### src/rtl/scl_tick_generator.sv
// -----------------------------------------------------------------------------
// scl_tick_generator
//
// Generates an I2C-style SCL waveform from a runtime half-period divisor,
// together with single-cycle phase strobes (falling edge, rising edge, middle
// of the low phase, middle of the high phase).
//
// Optional clock stretching: after releasing SCL, the generator waits in
// WAIT_HIGH until the synchronised bus level reads high. A non-zero
// STRETCH_LIMIT bounds that wait. On expiry the generator raises a sticky
// timeout flag and parks in IDLE.
//
// This block has no valid/ready handshake. enable is a level request: while
// high the clock runs, and when sampled low the block returns to IDLE on the
// next cycle from any state.
//
// Ports
//   clk            system clock; all state changes on the rising edge
//   rst_n          asynchronous active-low reset
//   enable         run request (1 = generate SCL, 0 = go idle)
//   divisor        half-period length in clk cycles (values below 2 act as 2)
//   stretch_en     1 = honour target clock stretching
//   scl_in         sensed SCL bus level, asynchronous to clk
//   scl_out        SCL drive level (1 = release/high, 0 = drive low)
//   tick_fall      strobe on the first cycle of each low phase
//   tick_rise      strobe on the cycle SCL is released
//   tick_mid_low   strobe in the middle of the low phase
//   tick_mid_high  strobe in the middle of the high phase
//   stretching     high while waiting for the bus to go high
//   timeout        sticky stretch-timeout flag, cleared by dropping enable
//   dbg_state      current FSM state, for observation only
// -----------------------------------------------------------------------------
module scl_tick_generator #(
  parameter int DIV_WIDTH     = 16,
  parameter int STRETCH_LIMIT = 0
) (
  input  logic                 clk,
  input  logic                 rst_n,
  input  logic                 enable,
  input  logic [DIV_WIDTH-1:0] divisor,
  input  logic                 stretch_en,
  input  logic                 scl_in,
  output logic                 scl_out,
  output logic                 tick_fall,
  output logic                 tick_rise,
  output logic                 tick_mid_low,
  output logic                 tick_mid_high,
  output logic                 stretching,
  output logic                 timeout,
  output logic [1:0]           dbg_state
);

  typedef enum logic [1:0] {
    S_IDLE      = 2'd0,
    S_LOW       = 2'd1,
    S_WAIT_HIGH = 2'd2,
    S_HIGH      = 2'd3
  } state_e;

  // The wait counter only needs to reach STRETCH_LIMIT-1. It saturates
  // rather than wraps, so with no limit it simply parks at all-ones.
  localparam int WW = (STRETCH_LIMIT > 0) ? $clog2(STRETCH_LIMIT + 1) : 1;
  localparam logic [WW-1:0] WAIT_LAST = WW'((STRETCH_LIMIT > 0) ? STRETCH_LIMIT - 1 : 0);
  localparam logic [WW-1:0] WAIT_MAX  = '1;

  state_e               state_q, state_d;
  logic [DIV_WIDTH-1:0] cnt_q, cnt_d;
  logic [DIV_WIDTH-1:0] div_q, div_d;
  logic [WW-1:0]        wait_q, wait_d;
  logic                 scl_q, scl_d;
  logic                 fall_q, fall_d;
  logic                 rise_q, rise_d;
  logic                 mid_low_q, mid_low_d;
  logic                 mid_high_q, mid_high_d;
  logic                 timeout_q, timeout_d;
  logic                 sync1_q, sync2_q;

  logic [DIV_WIDTH-1:0] div_eff;
  logic [DIV_WIDTH-1:0] cnt_last;
  logic [DIV_WIDTH-1:0] cnt_half_m1;

  // A divisor of 0 or 1 behaves as 2. This guarantees the four strobes of a
  // period always land on distinct cycles.
  assign div_eff     = (divisor < DIV_WIDTH'(2)) ? DIV_WIDTH'(2) : divisor;
  assign cnt_last    = div_q - DIV_WIDTH'(1);
  // A mid strobe is registered one cycle early, so that it appears on the
  // cycle where the phase counter equals div_q/2.
  assign cnt_half_m1 = (div_q >> 1) - DIV_WIDTH'(1);

  // Two-flop synchroniser. It resets to 1 (bus released), so a fresh start
  // never sees a phantom low level.
  always_ff @(posedge clk or negedge rst_n) begin
    if (!rst_n) begin
      sync1_q <= 1'b1;
      sync2_q <= 1'b1;
    end else begin
      sync1_q <= scl_in;
      sync2_q <= sync1_q;
    end
  end

  always_ff @(posedge clk or negedge rst_n) begin
    if (!rst_n) begin
      state_q    <= S_IDLE;
      cnt_q      <= '0;
      div_q      <= DIV_WIDTH'(2);
      wait_q     <= '0;
      scl_q      <= 1'b1;
      fall_q     <= 1'b0;
      rise_q     <= 1'b0;
      mid_low_q  <= 1'b0;
      mid_high_q <= 1'b0;
      timeout_q  <= 1'b0;
    end else begin
      state_q    <= state_d;
      cnt_q      <= cnt_d;
      div_q      <= div_d;
      wait_q     <= wait_d;
      scl_q      <= scl_d;
      fall_q     <= fall_d;
      rise_q     <= rise_d;
      mid_low_q  <= mid_low_d;
      mid_high_q <= mid_high_d;
      timeout_q  <= timeout_d;
    end
  end

  always_comb begin
    state_d    = state_q;
    cnt_d      = cnt_q;
    div_d      = div_q;
    wait_d     = wait_q;
    scl_d      = scl_q;
    fall_d     = 1'b0;
    rise_d     = 1'b0;
    mid_low_d  = 1'b0;
    mid_high_d = 1'b0;
    timeout_d  = timeout_q;

    if (!enable) begin
      // Dropping enable wins over every phase-end and timeout event, and it
      // is also the only way to clear a timeout.
      state_d   = S_IDLE;
      cnt_d     = '0;
      wait_d    = '0;
      scl_d     = 1'b1;
      timeout_d = 1'b0;
    end else begin
      unique case (state_q)
        S_IDLE: begin
          if (!timeout_q) begin
            state_d = S_LOW;
            cnt_d   = '0;
            div_d   = div_eff;
            scl_d   = 1'b0;
            fall_d  = 1'b1;
          end
        end
        S_LOW: begin
          if (cnt_q == cnt_last) begin
            scl_d  = 1'b1;
            rise_d = 1'b1;
            cnt_d  = '0;
            if (stretch_en) begin
              state_d = S_WAIT_HIGH;
              wait_d  = '0;
            end else begin
              state_d = S_HIGH;
              div_d   = div_eff;
            end
          end else begin
            cnt_d     = cnt_q + DIV_WIDTH'(1);
            mid_low_d = (cnt_q == cnt_half_m1);
          end
        end
        S_WAIT_HIGH: begin
          if (sync2_q) begin
            state_d = S_HIGH;
            cnt_d   = '0;
            div_d   = div_eff;
          end else if ((STRETCH_LIMIT > 0) && (wait_q == WAIT_LAST)) begin
            state_d   = S_IDLE;
            cnt_d     = '0;
            scl_d     = 1'b1;
            timeout_d = 1'b1;
          end else if (wait_q != WAIT_MAX) begin
            wait_d = wait_q + WW'(1);
          end
        end
        S_HIGH: begin
          if (cnt_q == cnt_last) begin
            state_d = S_LOW;
            cnt_d   = '0;
            div_d   = div_eff;
            scl_d   = 1'b0;
            fall_d  = 1'b1;
          end else begin
            cnt_d      = cnt_q + DIV_WIDTH'(1);
            mid_high_d = (cnt_q == cnt_half_m1);
          end
        end
        default: begin
          state_d = S_IDLE;
        end
      endcase
    end
  end

  assign scl_out       = scl_q;
  assign tick_fall     = fall_q;
  assign tick_rise     = rise_q;
  assign tick_mid_low  = mid_low_q;
  assign tick_mid_high = mid_high_q;
  assign stretching    = (state_q == S_WAIT_HIGH);
  assign timeout       = timeout_q;
  assign dbg_state     = state_q;

endmodule

### config.mk
export PLATFORM = sky130hd
export DESIGN_NAME = scl_tick_generator
export DESIGN_NICKNAME = d
export VERILOG_FILES = /design/src/rtl/scl_tick_generator.sv
export SDC_FILE = /design/constraint.sdc
export NUM_CORES = 1
export LEC_CHECK = 0
export ABC_AREA = 0
export CAP_MARGIN = 20
export CORE_MARGIN = 1
export CORE_UTILIZATION = 62
export CTS_CLUSTER_SIZE = 16
export DETAILED_ROUTE_END_ITERATION = 16
export PLACE_DENSITY = 0.92
export SYNTH_ARGS = -nofsm -noshare
export SYNTH_HDL_FRONTEND = slang
export SYNTH_SLANG_ARGS = --single-unit
### constraint.sdc
create_clock -name clk -period 5.3 [get_ports clk]
set_input_delay 0.53 -clock clk [delete_from_list [all_inputs] [get_ports clk]]
set_output_delay 0.53 -clock clk [all_outputs]
set_load 0.01 [all_outputs]
Word level (Yosys, flattened, before mapping)
Index checks and enable logic that the tools add are counted.
{"block": "totals", "output_inout_bits": 9, "elab_cells": 62, "mem_bits_ro": 0, "ramBits": 0, "n_memories": 0, "latchBits": 0, "input_bits": 21, "regBits": 41}
{"block": "op_classes", "bitwise": 0, "n_mul": 0, "n_reduce_logical": 5, "addsub": 3, "n_lt_le_gt_ge": 1, "n_shift": 0, "muxes": 30, "div": 0, "n_eq_ne": 13}
{"op": "16-bit two-way mux", "count": 8}
{"op": "16-bit one-hot mux with 4 select lines", "count": 1}
{"op": "16-bit one-hot mux with 3 select lines", "count": 1}
{"op": "16-bit == test", "count": 2}
{"op": "16-bit by 1-bit adder with 16-bit output, second input constant", "count": 1}
{"op": "16-bit by 2-bit < comparator with 1-bit output, second input constant", "count": 1}
{"op": "15-bit by 1-bit subtractor with 16-bit output, second input constant", "count": 1}
{"op": "16-bit by 1-bit subtractor with 16-bit output, second input constant", "count": 1}
{"op": "1-bit two-way mux", "count": 13}
{"op": "2-bit two-way mux", "count": 4}
{"op": "2-bit one-hot mux with 4 select lines", "count": 1}
{"op": "2-bit != test, second input constant", "count": 3}
{"op": "3-bit != test, second input constant", "count": 2}
{"op": "3-bit AND reduction", "count": 2}
{"op": "5-bit AND reduction", "count": 1}
{"op": "2-bit == test, second input constant", "count": 2}
{"op": "4-bit by 1-bit != test with 1-bit output, second input constant", "count": 1}
{"op": "3-bit by 2-bit != test with 1-bit output, second input constant", "count": 1}
{"op": "1-bit one-hot mux with 3 select lines", "count": 1}
{"op": "2-bit by 1-bit == test with 1-bit output, second input constant", "count": 1}
{"op": "2-bit logical NOT", "count": 1}
{"op": "2-bit by 1-bit != test with 1-bit output, second input constant", "count": 1}
{"op": "1-bit one-hot mux with 2 select lines", "count": 1}
{"op": "2-bit OR reduction", "count": 1}

Depth between registers and ports, before layout
{"block": "depth", "depth_word": 5, "mapped_depth": 11, "ltp_nobuf": 10}

Worst setup path before layout
No wires, ideal clock.
{"block": "synth_path", "path_kind": "reg2reg", "startpoint": "reg div_q[1]", "endpoint": "reg div_q[10]", "slack_ps": 2424, "arrival_ps": 2751, "setup_time_ps": 125, "path_stages_with_launch": 12, "period_less_slack_ps": 2876, "required_time_ps": 5175, "path_buffers": 1, "path_cell_list": "dfstp_2 > inv_1 > ha_1 > and2b_1 > mux2i_1 > or3b_2 > a31oi_1 > o2111ai_2 > a21oi_2 > o21ai_2 > buf_6 > mux2_4"}
{"block": "synth_via", "elab_chain_cells": 4, "word_cells_on_any_way": 5, "classes_between": "add/sub: 1; eq/ne: 3; reduce/logical: 1"}
{"element": "from (decl)", "line": "68", "text": "logic [DIV_WIDTH-1:0] div_q, div_d;"}
{"element": "from (signal assigned)", "line": "117", "text": "div_q <= div_d;"}
{"element": "16-bit by 1-bit subtractor with 16-bit output (*)", "line": "85", "text": "assign cnt_last = div_q - DIV_WIDTH'(1);"}
{"element": "16-bit == test (*)", "line": "160, 191"}
{"element": "2-bit != test (no line)"}
{"element": "5-bit AND reduction (no line) (*)"}
Mark *: on every way between the ends. The rest lies on a longest branch, timed or not.
A chain may end at the register's enable or synchronous reset.

Worst setup path in the final report
{"block": "layout_path", "startpoint": "reg div_q[2]", "endpoint": "reg div_q[15]"}
The elaborated chain is that of the path after synthesis.

==> metrics.md <==
| Metric | Value |
|---|---|
| Min cycle time layout | `roughly 3.6 ns` |
| CTS H-tree depth | `2` |
| CTS sink cnt | `just over 40` |
| Critical path data arrival time | `3.81 ns` |
| CP startpoint | `div_q[2]` |
| Layout Nets | `365` |
| Gr ovfl total | `0` |
| Slew Viols, Final | `0` |
| Max-slew headroom | `31.5%` |
| Cells taking the most area after synthesis | `dfrtp_1 30%, xnor2_1 7.1%, mux2_4 3.9%, xor2_1 3.7%, dfstp_2 3.4%` |
| FFs w/ async S/R, synth | `100%` |
| DP HPWL | `5.35 mm` |
| Reg2reg setup slack | `1.67 ns` |
| Reg2Reg Depth | `10` |
| Routability Congestion | `between 1 and 1.5` |
| Final worst path period share | `68.5%` |
| Setup crit end kind | `flip-flop` |
| Clock Tree Buf Depth | `2` |
| Max-cap violations | `0` |
| Die height | `72.7 um` |
| IO Pins | `30` |
| Placed Area | `0.00332 sq mm` |
| Number of enable flip-flop cells after synthesis | `0` |
| Post-Syn Area per Cell | `9.47 sq um` |
| Initial antenna violation count | `0` |
| Post-Route WL | `7.22 mm` |
| Num CTS Buffers | `5` |
| Finish-stage setup viols | `0` |
| Dominant cell type by area after synthesis | `dfrtp_1` |
| Clk root buf | `clkbuf_8` |
| Top FF cell, synth | `dfrtp_1` |
| Max incr delay on CP | `0.81 ns` |
| Diodes inserted | `0` |
| Worst clock skew | `around 0.0099 ns` |
| Iter 0 DRT Violations | `150` |
| # rows | `25` |
| R2r startpoint | `div_q[2]` |
| Pin count of the biggest net entering global routing | `42` |
| Worst VDD drop | `between 0.2 and 0.25 mV` |
| Setup TNS | `0 ns` |
| Width of the die | `72.7 um` |
| Crit path buffers/inverters | `1` |
| Vias in the first global route | `2560` |
| CP Data Required Time | `5.48 ns` |
| Status | `completed` |
| CP startpoint kind | `flip-flop` |
| Worst Max-Slew Pin Slew | `between 1 and 1.5 ns` |
| Area share of the largest cell type after synthesis | `29.9%` |
| Router iterations before antenna repair | `4` |
| Hold buffers post-CTS | `0` |
| Levels on crit path | `10` |
| Sequential cell area | `around 0.0010 sq mm` |
| Core Footprint | `0.00475 sq mm` |
| Post-Syn Area | `a little over 0.003 sq mm` |
| Hold Violations, Final | `0` |
| YS warnings | `0` |
| CP Capture Point | `div_q[15]` |
| PostCTS Resize Cnt | `0` |
| Cell family with most CP delay | `compound AO/OA/AOI/OAI gates` |
| Cells after Synth | `327` |
| CTS clk-pin slew, worst paths | `0.08 ns` |
| Most common cell after layout, fill and taps aside | `dfrtp_1` |
| Max Fclk | `approximately 280 MHz` |
| Die ar. | `approximately 0.0053 sq mm` |
| Sequential area share after synthesis | `33.3%` |
| Critical path class | `reg2reg` |
| Worst-path cell chain | `inv_1, ha_1, nor2b_1, and4_1, mux2i_1, a31oi_1, o2111ai_2, a21oi_2, o21ai_2, mux2_2` |
| DRC viols | `0` |
| Layout fillers | `358` |
| Hold Path Class | `in2async` |
| Vias | `2531` |
| Seq cells post-synth | `between 40 and 50` |
| Pleak | `0.00144 uW` |
| WHS | `0.361 ns` |
| Post-CTS Setup Bufs | `0` |
| Post-route cell area | `0.00340 sq mm` |
| Worst-Skew Late Latency | `about 0.3 ns` |
| Reg2reg end | `div_q[15]` |
| Most frequent cells in the layout | `37 x dfrtp_1, 27 x clkdlybuf4s50_1, 25 x xnor2_1, 18 x o21ai_0, 17 x nor2_1` |
| Crit-path max FO | `16` |
| Pwr/cell area | `448 mW/mm^2` |
| Syn Nets | `355` |
| First-pass GRT wire length | `12.3 mm` |
| Area of the multi-input gates | `0.00190 sq mm` |
| Number of vias per cell | `6.25` |
| Crit-path slowest cell | `o21ai_2` |
| GRT Total Usage | `between 30% and 40%` |
| Port Buffers | `28` |
| Post-synth cell types | `64` |
| Antenna-violating nets left | `0` |
| Area grow syn2layout | `9.74%` |
| Share of cells above drive strength 1 | `11.8%` |
| RSZ-0062 raised after global routing | `no` |
| Routed wire per std cell | `17.8 um` |
| TritonCTS clock tree | `done` |
| Starting Density | `65.1%` |
## registers in the layout, summed over array words and instances (netlist names)
register       count
cnt_q             16
tick_mid_low       1
div_q             16
tick_rise          1
sync2_q            1
scl_out            1
tick_mid_high      1
dbg_state          2
sync1_q            1
tick_fall          1
## cells in the mapped netlist, drive strengths merged (4+ instances only)
cell type	number
mux2i	6
nand2b	7
nand3	11
clkbuf	14
nor2b	7
nor2	17
a21oi	4
inv	8
and3	11
nor4	9
nand4	7
mux2	15
ha	7
buf	11
xor2	13
o21ai	20
nand2	14
dfstp	4
a21o	11
xnor2	25
dfrtp	37
nor3	10
and4	4
a31oi	4
nor3b	9
## cell families (layout without fill, tap and decap cells)
family	after synthesis	count (layout)	share of synthesized area (%)
AND/OR/NAND/NOR	120	120	23.6
AO/OA/AOI/OAI	66	66	15.5
flip-flops	41	41	33.3
XOR/XNOR	38	38	10.7
buffers and inverters	33	44	5.49
multiplexers	21	21	8.36
adder cells (fa/ha/maj)	7	7	2.83
other	1	1	0.121
## report_power, final
group          internal (uW)  switching [uW]  total [uW]
Sequential               395             199         594
Combinational            363             365         728
Clock                   91.4             110         202
## worst reg2reg max path: cells and delay by family, from the launching register on
kind / cells / cell delay, ns
AO/OA/AOI/OAI: 4 / 1.38
multiplexers: 2 / 0.65
AND/OR/NAND/NOR: 2 / 0.59
flip-flops: 1 / 0.47
adder cells (fa/ha/maj): 1 / 0.30
buffers and inverters: 1 / 0.12
## per-layer routing
metal	vias to the layer above	global-route usage, %	wire, um
li1	1206	-	-
met1	1236	39.5	3320
met2	73	48.1	3340
met3	16	6.35	355
met4	0	12.2	198
met5	-	0	0
## area by class of cell
type / instances / share of cell area, %
inverter: 8 / 0.884
clock inverter: 2 / 0.295
sequential: 41 / 30.3
multi-input combinational: 253 / 55.8
timing repair buffer: 28 / 8.10
clock buffer: 6 / 2.14
tap: 67 / 2.47
## stage by stage
step	utilization, %	worst slack, ns	std cells	total power (uW)
after floorplan	-	2.42	327	1160
after global placement	69.7	1.84	397	1280
after detailed placement	69.7	1.75	397	1310
after CTS	71.5	1.74	405	1510
after global routing	71.5	1.47	405	1630
final	71.5	1.67	405	1520
## worst min path at each step
stage          startpoint        to
6_report            rst_n  div_q[5]
5_1_grt           sync1_q   sync2_q
4_1_cts           sync1_q   sync2_q
3_5_place_dp      sync1_q   sync2_q
3_3_place_gp      sync1_q   sync2_q
2_1_floorplan       rst_n  cnt_q[0]
No activity file was read; power rests on OpenSTA's default activity.
